[src/rtl/axil_manager_engine.sv]
// rtl/axil_manager_engine.sv - queued AXI4-Lite manager executing write/read commands strictly in order
// Optional watchdog: define AXIL_TIMEOUT_EN to add timeout_err / timeout_sticky.
module axil_manager_engine #(
   parameter int ADDR_W         = 32,
   parameter int DATA_W         = 32,
   parameter int CMD_DEPTH      = 4,
   parameter int TIMEOUT_CYCLES = 256,
   localparam int STRB_W        = DATA_W / 8
) (
   input  logic              ACLK,
   input  logic              ARESETn,
   input  logic              cmd_valid,
   output logic              cmd_ready,
   input  logic              cmd_write,
   input  logic [ADDR_W-1:0] cmd_addr,
   input  logic [DATA_W-1:0] cmd_data,
   input  logic [STRB_W-1:0] cmd_strb,
   output logic              rsp_valid,
   input  logic              rsp_ready,
   output logic              rsp_write,
   output logic [DATA_W-1:0] rsp_data,
   output logic [1:0]        rsp_resp,
   output logic              busy,
   output logic [ADDR_W-1:0] AWADDR,
   output logic              AWVALID,
   input  logic              AWREADY,
   output logic [DATA_W-1:0] WDATA,
   output logic [STRB_W-1:0] WSTRB,
   output logic              WVALID,
   input  logic              WREADY,
   input  logic [1:0]        BRESP,
   input  logic              BVALID,
   output logic              BREADY,
   output logic [ADDR_W-1:0] ARADDR,
   output logic              ARVALID,
   input  logic              ARREADY,
   input  logic [DATA_W-1:0] RDATA,
   input  logic [1:0]        RRESP,
   input  logic              RVALID,
   output logic              RREADY
`ifdef AXIL_TIMEOUT_EN
   ,
   output logic              timeout_err,
   output logic              timeout_sticky
`endif
);

   localparam int PTR_W   = $clog2(CMD_DEPTH);
   localparam int CNT_W   = PTR_W + 1;
   localparam int ENTRY_W = 1 + ADDR_W + DATA_W + STRB_W;

   typedef enum logic [2:0] {
      ST_IDLE, ST_WR, ST_WR_B, ST_RD_A, ST_RD_R, ST_RSP
   } state_t;

   state_t              r_state, w_state_nxt;
   logic [ENTRY_W-1:0]  r_fifo [CMD_DEPTH];
   logic [PTR_W-1:0]    r_wr_ptr, r_rd_ptr;
   logic [CNT_W-1:0]    r_count, w_count_nxt;
   logic                r_cmd_ready;
   logic                w_push, w_pop, w_empty;
   logic [ENTRY_W-1:0]  w_head;
   logic [ADDR_W-1:0]   r_addr;
   logic [DATA_W-1:0]   r_data;
   logic [STRB_W-1:0]   r_strb;
   logic                r_aw_done, r_w_done;
   logic                r_rsp_write;
   logic [DATA_W-1:0]   r_rsp_data;
   logic [1:0]          r_rsp_resp;

   assign w_empty = (r_count == '0);
   assign w_push  = cmd_valid && r_cmd_ready;
   assign w_pop   = (r_state == ST_IDLE) && !w_empty;
   assign w_head  = r_fifo[r_rd_ptr];

   always_comb begin
      w_count_nxt = r_count;
      if (w_push && !w_pop)
         w_count_nxt = r_count + CNT_W'(1);
      else if (!w_push && w_pop)
         w_count_nxt = r_count - CNT_W'(1);
   end

   // cmd_ready is registered from the next count so pop never reaches it combinationally
   always_ff @(posedge ACLK or negedge ARESETn) begin
      if (!ARESETn) begin
         r_wr_ptr    <= '0;
         r_rd_ptr    <= '0;
         r_count     <= '0;
         r_cmd_ready <= 1'b0;
      end else begin
         if (w_push)
            r_wr_ptr <= r_wr_ptr + PTR_W'(1);
         if (w_pop)
            r_rd_ptr <= r_rd_ptr + PTR_W'(1);
         r_count     <= w_count_nxt;
         r_cmd_ready <= (w_count_nxt != CNT_W'(CMD_DEPTH));
      end
   end

   always_ff @(posedge ACLK) begin
      if (w_push)
         r_fifo[r_wr_ptr] <= {cmd_write, cmd_addr, cmd_data, cmd_strb};
   end

   always_comb begin
      w_state_nxt = r_state;
      AWVALID     = 1'b0;
      WVALID      = 1'b0;
      BREADY      = 1'b0;
      ARVALID     = 1'b0;
      RREADY      = 1'b0;
      rsp_valid   = 1'b0;
      case (r_state)
         ST_IDLE: begin
            if (!w_empty)
               w_state_nxt = w_head[ENTRY_W-1] ? ST_WR : ST_RD_A;
         end
         ST_WR: begin
            AWVALID = !r_aw_done;
            WVALID  = !r_w_done;
            if ((r_aw_done || AWREADY) && (r_w_done || WREADY))
               w_state_nxt = ST_WR_B;
         end
         ST_WR_B: begin
            BREADY = 1'b1;
            if (BVALID)
               w_state_nxt = ST_RSP;
         end
         ST_RD_A: begin
            ARVALID = 1'b1;
            if (ARREADY)
               w_state_nxt = ST_RD_R;
         end
         ST_RD_R: begin
            RREADY = 1'b1;
            if (RVALID)
               w_state_nxt = ST_RSP;
         end
         ST_RSP: begin
            rsp_valid = 1'b1;
            if (rsp_ready)
               w_state_nxt = ST_IDLE;
         end
         default: w_state_nxt = ST_IDLE;
      endcase
   end

   always_ff @(posedge ACLK or negedge ARESETn) begin
      if (!ARESETn) begin
         r_state     <= ST_IDLE;
         r_addr      <= '0;
         r_data      <= '0;
         r_strb      <= '0;
         r_aw_done   <= 1'b0;
         r_w_done    <= 1'b0;
         r_rsp_write <= 1'b0;
         r_rsp_data  <= '0;
         r_rsp_resp  <= 2'b00;
      end else begin
         r_state <= w_state_nxt;
         if (w_pop) begin
            r_addr    <= w_head[ENTRY_W-2 -: ADDR_W];
            r_data    <= w_head[STRB_W +: DATA_W];
            r_strb    <= w_head[STRB_W-1:0];
            r_aw_done <= 1'b0;
            r_w_done  <= 1'b0;
         end
         if (r_state == ST_WR) begin
            if (AWVALID && AWREADY)
               r_aw_done <= 1'b1;
            if (WVALID && WREADY)
               r_w_done <= 1'b1;
         end
         if (r_state == ST_WR_B && BVALID) begin
            r_rsp_write <= 1'b1;
            r_rsp_data  <= '0;
            r_rsp_resp  <= BRESP;
         end
         if (r_state == ST_RD_R && RVALID) begin
            r_rsp_write <= 1'b0;
            r_rsp_data  <= RDATA;
            r_rsp_resp  <= RRESP;
         end
      end
   end

   assign cmd_ready = r_cmd_ready;
   assign rsp_write = r_rsp_write;
   assign rsp_data  = r_rsp_data;
   assign rsp_resp  = r_rsp_resp;
   assign busy      = (r_state != ST_IDLE) || !w_empty;
   assign AWADDR    = r_addr;
   assign ARADDR    = r_addr;
   assign WDATA     = r_data;
   assign WSTRB     = r_strb;

`ifdef AXIL_TIMEOUT_EN
   localparam int TMO_W = $clog2(TIMEOUT_CYCLES + 1);

   logic [TMO_W-1:0] r_tmo_cnt;
   logic             r_timeout_err, r_timeout_sticky;
   logic             w_waiting, w_tmo_hit;

   assign w_waiting = (r_state == ST_WR) || (r_state == ST_WR_B) ||
                      (r_state == ST_RD_A) || (r_state == ST_RD_R);
   // Counter saturates at the limit so a long stall reports exactly once
   assign w_tmo_hit = w_waiting && (w_state_nxt == r_state) &&
                      (r_tmo_cnt == TMO_W'(TIMEOUT_CYCLES - 1));

   always_ff @(posedge ACLK or negedge ARESETn) begin
      if (!ARESETn) begin
         r_tmo_cnt        <= '0;
         r_timeout_err    <= 1'b0;
         r_timeout_sticky <= 1'b0;
      end else begin
         if (w_state_nxt != r_state)
            r_tmo_cnt <= '0;
         else if (w_waiting && r_tmo_cnt != TMO_W'(TIMEOUT_CYCLES))
            r_tmo_cnt <= r_tmo_cnt + TMO_W'(1);
         r_timeout_err <= w_tmo_hit;
         if (w_tmo_hit)
            r_timeout_sticky <= 1'b1;
      end
   end

   assign timeout_err    = r_timeout_err;
   assign timeout_sticky = r_timeout_sticky;
`else
`endif

endmodule
[config.mk]
export PLATFORM = sky130hd
export DESIGN_NAME = axil_manager_engine
export DESIGN_NICKNAME = d
export VERILOG_FILES = /design/src/rtl/axil_manager_engine.sv
export SDC_FILE = /design/constraint.sdc
export NUM_CORES = 1
export LEC_CHECK = 0
export CAP_MARGIN = 20
export CORE_UTILIZATION = 25
export CTS_BUF_LIST = sky130_fd_sc_hd__clkbuf_16
export DETAILED_ROUTE_END_ITERATION = 10
export PLACE_DENSITY = 0.49
export SLEW_MARGIN = 5
export SYNTH_ARGS = -nofsm -noshare
export SYNTH_HDL_FRONTEND = slang
export SYNTH_SLANG_ARGS = --single-unit
[constraint.sdc]
create_clock -name ACLK -period 5.5 [get_ports ACLK]
set_input_delay 0.55 -clock ACLK [delete_from_list [all_inputs] [get_ports ACLK]]
set_output_delay 0.55 -clock ACLK [all_outputs]
set_load 0.02 [all_outputs]
* Yosys cells after proc, flatten, opt, wreduce, memory -nomap -nowiden
Memories as Yosys holds them, arrays and structs flattened.
Index checks and enable logic that the tools add are counted.
** Operators by class
- Add/sub/neg operators :: 4
- Multipliers :: 0
- Divide/modulo/power cells :: 0
- Magnitude comparators :: 0
- Eq/ne operators :: 12
- Shift-type cells :: 0
- Mux-type cells :: 30
- Bitwise logic cells :: 0
- Reductions and logical operators :: 22
** Operators by type and width (count)
- $mux W32 :: 2
- $mux W3 :: 8
- $pmux W3 S6 :: 1
- $mux W1 :: 16
- $ne A2 B2 Y1 const B :: 6
- $logic_and A1 B1 Y1 :: 9
- $eq A3 B2 Y1 const B :: 2
- $eq A3 B3 Y1 const B :: 2
- $logic_not A3 Y1 :: 2
- $mux W2 :: 3
- $reduce_and A6 Y1 :: 1
- $logic_not A1 Y1 :: 5
- $add A2 B1 Y2 const B :: 2
- $add A3 B1 Y3 const B :: 1
- $eq A3 B1 Y1 const B :: 1
- $logic_or A1 B1 Y1 :: 3
- $ne A3 B3 Y1 const B :: 1
- $reduce_bool A3 Y1 :: 1
- $sub A3 B1 Y3 const B :: 1
- $reduce_bool A2 Y1 :: 1
** Storage, ports and cells
- Bits in registers :: 116
- Latch bits :: 0
- Bits in writable memories :: 276
- Bits in read-only memories :: 0
- Input bits :: 114
- Output and inout bits :: 143
- Word-level logic and storage cells :: 82
- Memories kept :: 1
** Memories
- r_fifo :: depth 4, bits a word 69, read ports 1, clocked after Yosys merged registers in 0, wr ports 1, RTL line 57 : logic [ENTRY_W-1:0] r_fifo [CMD_DEPTH];

* Depth between registers and ports, before layout
- Depth in word-level cells :: 7
- Gate-level depth with buffers :: 9
- Gate-level depth less buffers :: 6

* Worst setup path before layout
OpenSTA, ideal clock, no wires.
- Path type :: register -> register
- Start point :: reg r_wr_ptr[0]
- End point :: mem r_fifo[0][0] in the netlist's numbering, enable pin
- Setup time :: 435 ps
- Arrival :: 2279 ps
- Data required time :: 5065 ps
- Slack :: 2786 ps
- Cell stages (with the launch flop) :: 4
- Buffers on the path :: 0
- Clock period less this slack :: 2714 ps
- Cells stage by stage :: dfrtp_1 -> inv_1 -> ha_1 -> and3_1
** RTL lines
- start: declaration :: RTL line 58 : logic [PTR_W-1:0] r_wr_ptr, r_rd_ptr;
- start signal: assignment :: RTL line 93 : r_wr_ptr <= r_wr_ptr + PTR_W'(1);
- end: declaration :: RTL line 57
No word-level cell before the write port.

* Final worst setup path
- Start point :: reg r_state[0]
- End point :: out WVALID
** Between the ends
- Word-level cells in the longest chain between the ends :: 2
** RTL lines
- start: declaration :: RTL line 56 : state_t r_state, w_state_nxt;
- start signal: assignment :: RTL line 161 : r_state <= w_state_nxt;
- $eq A3 B1 Y1 :: RTL line 114 : case (r_state)
- $mux W1 :: RTL line 114
- end: declaration :: RTL line 29 : output logic WVALID,
Every way passes these cells.

==> results by group <==
Synthesis
  – Cell taking the most area after synthesis: edfxtp_1
  – Synth Register Bits: 392
  – Synth Area per Inst: 17.4 um^2
  – Synth async-reset ratio: 29.6%
  – Mapped Cells: 858
  – Count leader, synth: edfxtp_1
  – Post-Syn Area: 14900 um^2
  – Syn_nets: 979
  – Ranking of synthesized cells by area: edfxtp_1 (56%), dfrtp_1 (19%), mux4_2 (10%), nand2_1 (5.4%), a22o_1 (1.9%)
  – Number of distinct library cells after synthesis: 38
  – Main synth FF type: edfxtp_1
  – Most frequent cells after synthesis: edfxtp_1 (276), nand2_1 (214), dfrtp_1 (116)
  – EDFF count, synth: 276
  – Sequential element share of the synthesized area: 75.0%
  – Synth top area share: 55.6%
  – Yosys warning count: 0

Timing
  – Fin. Hold Viols: 0
  – Clock Skew: 0.0165 ns
  – Worst setup margin: 2.60 ns
  – Fmax: 0.345 GHz
  – Worst slew pin tran: 0.960 ns
  – Fin crit period: 2.90 ns
  – Final worst-path cycle share: 52.8%
  – Setup Viol. Count Final: 0
  – Setup TNS: 0 ns
  – Slew headroom: 36.0%
  – RSZ-0062 raised after global routing: no
  – Final Max Slew Viols: 0

Worst setup path
  – Worst path top cell family by delay: flip-flops
  – Crit end category: output pin
  – Worst reg2reg startpoint: r_wr_ptr[0]
  – Crit start category: flop
  – Critical-path maximum fanout: 12
  – Worst Setup Path Type: flop to output pin
  – Crit path to: WVALID
  – Slowest cell on crit path: dfrtp_1
  – R2R depth: 4
  – Req. time, crit path: 4.95 ns
  – Worst r2r dst: r_fifo[2][27]
  – Critical Path Source: r_state[0]
  – Worst path bufs/invs: 1
  – CP max stage delay: 0.67 ns
  – Crit path depth: 4
  – Data arrival, critical path: 2.35 ns
  – Reg2Reg Setup Slack: 3.24 ns
  – Crit path cell chain: nor2b_1, nand2_1, nor2_1, clkdlybuf4s50_1

Clock network
  – Clock slew at reported path FFs: 0.06 ns
  – CTS tree: done
  – Clk Latency, worst-skew pair: 0.57 ns
  – Clk root buf: clkbuf_16
  – Post-CTS Hold Buffers: 0
  – Post-CTS Resized: 0
  – Htree depth: 2
  – CTS Buf Count: 44
  – Clock sink count: 392
  – Post-CTS Setup Bufs: 0
  – CTS Buffer Depth: 3

Power and ir drop
  – Max IR drop VDD: 0.000271 V
  – Leakage: 7.18 nW
  – PD cells: 576 nW/um^2

Global route
  – Initial antenna violation count: 6
  – Largest net degree at the start of global routing: 83
  – Overflow left after global routing: 0
  – GRT Util Overall: 11.8%
  – Number of global-route vias before repair: 8436
  – First-pass GRT wire length: 53000 um

Floorplanning
  – Core area: 59000 um^2
  – Die area: 60700 um^2
  – Cell Rows: 89
  – Die Height: 246 um
  – I/O Pins: 257
  – Starting density of the core: 25.3%
  – Die X: 246 um

Place
  – DP HPWL: 21600 um
  – Gpl congestion: 0.722
  – Place WS: 2.58 ns
  – Buffers on Ports: 256
  – Dpl cell area: 18100 um^2

Detailed routing
  – Post-DRT Antenna Nets: 0
  – Drc violations: 0
  – Via/cell ratio: 4.23
  – 1st-pass router iterations: 4
  – Detailed Route Iter0 Violations: 371
  – Via Count: 8083
  – Wirelength per Cell: 18.8 um
  – Post-Route WL: 35900 um

Finish
  – Area Growth Syn to Fin: 30.5%
  – Design Area, Final: 19500 um^2
  – Layout cells sized above 1: 14.2%
  – Fin util: 33.0%
  – Fin nets: 1218

Min path
  – Worst Hold Class: input pin to async pin

Job
  – Max_cap viols: 0

Status
  – Outcome: complete, no violations
-- cells by family (layout without fill, tap and decap cells) --
group | count (synthesis) | in the layout | synth area share (%)
AND/OR/NAND/NOR | 249 | 249 | 7.03
flip-flops | 392 | 392 | 75.0
adder cells (fa/ha/maj) | 7 | 7 | 0.587
AO/OA/AOI/OAI | 50 | 50 | 2.74
other | 0 | 4 | 0
XOR/XNOR | 3 | 3 | 0.176
multiplexers | 78 | 78 | 11.0
buffers and inverters | 79 | 354 | 3.49
-- state kept, by name, summed over array words and instances (netlist names), 3 cells and up --
signal / flops
rsp_data: 32
r_fifo: 276
WSTRB: 4
r_count: 3
ARADDR: 32
r_state: 3
WDATA: 32
-- cell type report --
type,count,area [um^2]
clock inverters,36,248
flip-flops and latches,392,11200
multi-input cells,387,3240
clock buffers,46,1150
diodes,4,10.0
repair buffers,265,2630
well taps,773,967
inverters,7,26.3
fillers,5710,39500
-- how the worst min path moves through the flow --
stage / from / end / slack (ns) / cells after the start
after floorplan: ARESETn / ARADDR[0] / 0.25 / 0
final: ARESETn / rsp_data[5] / 0.05 / 1
after detailed placement: WDATA[6] / WDATA[6] / 0.47 / 2
after global routing: ARESETn / rsp_data[5] / 0.1 / 1
after CTS: ARESETn / rsp_data[1] / 0.09 / 1
after global placement: WDATA[9] / WDATA[9] / 0.47 / 2
-- stage by stage --
step / hold slack (ns) / power [mW] / std cells
3_3_place_gp: 0.467 / 8.55 / 1824
4_1_cts: 0.0907 / 11.5 / 1906
5_1_grt: 0.0983 / 11.9 / 1906
6_report: 0.0541 / 11.2 / 1910
3_5_place_dp: 0.465 / 8.57 / 1824
2_1_floorplan: 0.254 / 6.96 / 858
-- power breakdown --
group          total, mW  switching [mW]  internal, mW  leakage (nW)
clock               2.84            1.18          1.66         0.731
sequential          4.46           0.440          4.02          3.99
combinational       3.93            2.13          1.80          2.46
total               11.2            3.75          7.48          7.18
-- metal layers --
layer  vias up  GRT usage (%)  share of wire (%)
li1       3656              -                  -
met1      4135           15.3                 44
met2       227           19.1                 47
met3        57           2.95                6.0
met4         8           4.21                2.3
met5         -              0               0.14
-- cell usage in the layout (no fill, tap or decap), types with 2 or more instances in the layout --
cell               n
nor4_1             3
inv_6              3
o21ai_0            2
nand2b_4           2
nand3_1            3
nor2_1            10
clkbuf_16         46
o31ai_1            2
diode_2            4
edfxtp_1         276
a22o_2             2
nand2_1          213
a21oi_1            3
clkinvlp_4         2
nor2b_1            2
dfrtp_4            2
inv_2              3
a22o_1            32
ha_1               7
o22ai_1            3
clkinv_1           8
buf_4              9
dfrtp_1          114
mux4_2            68
inv_1             18
mux2i_1            6
bufinv_16          3
and3_1             3
clkinv_2           5
xnor2_1            3
nor3b_4            2
and3_4             4
mux2_2             4
clkdlybuf4s50_1  255
(Power assumes the default switching activity.)
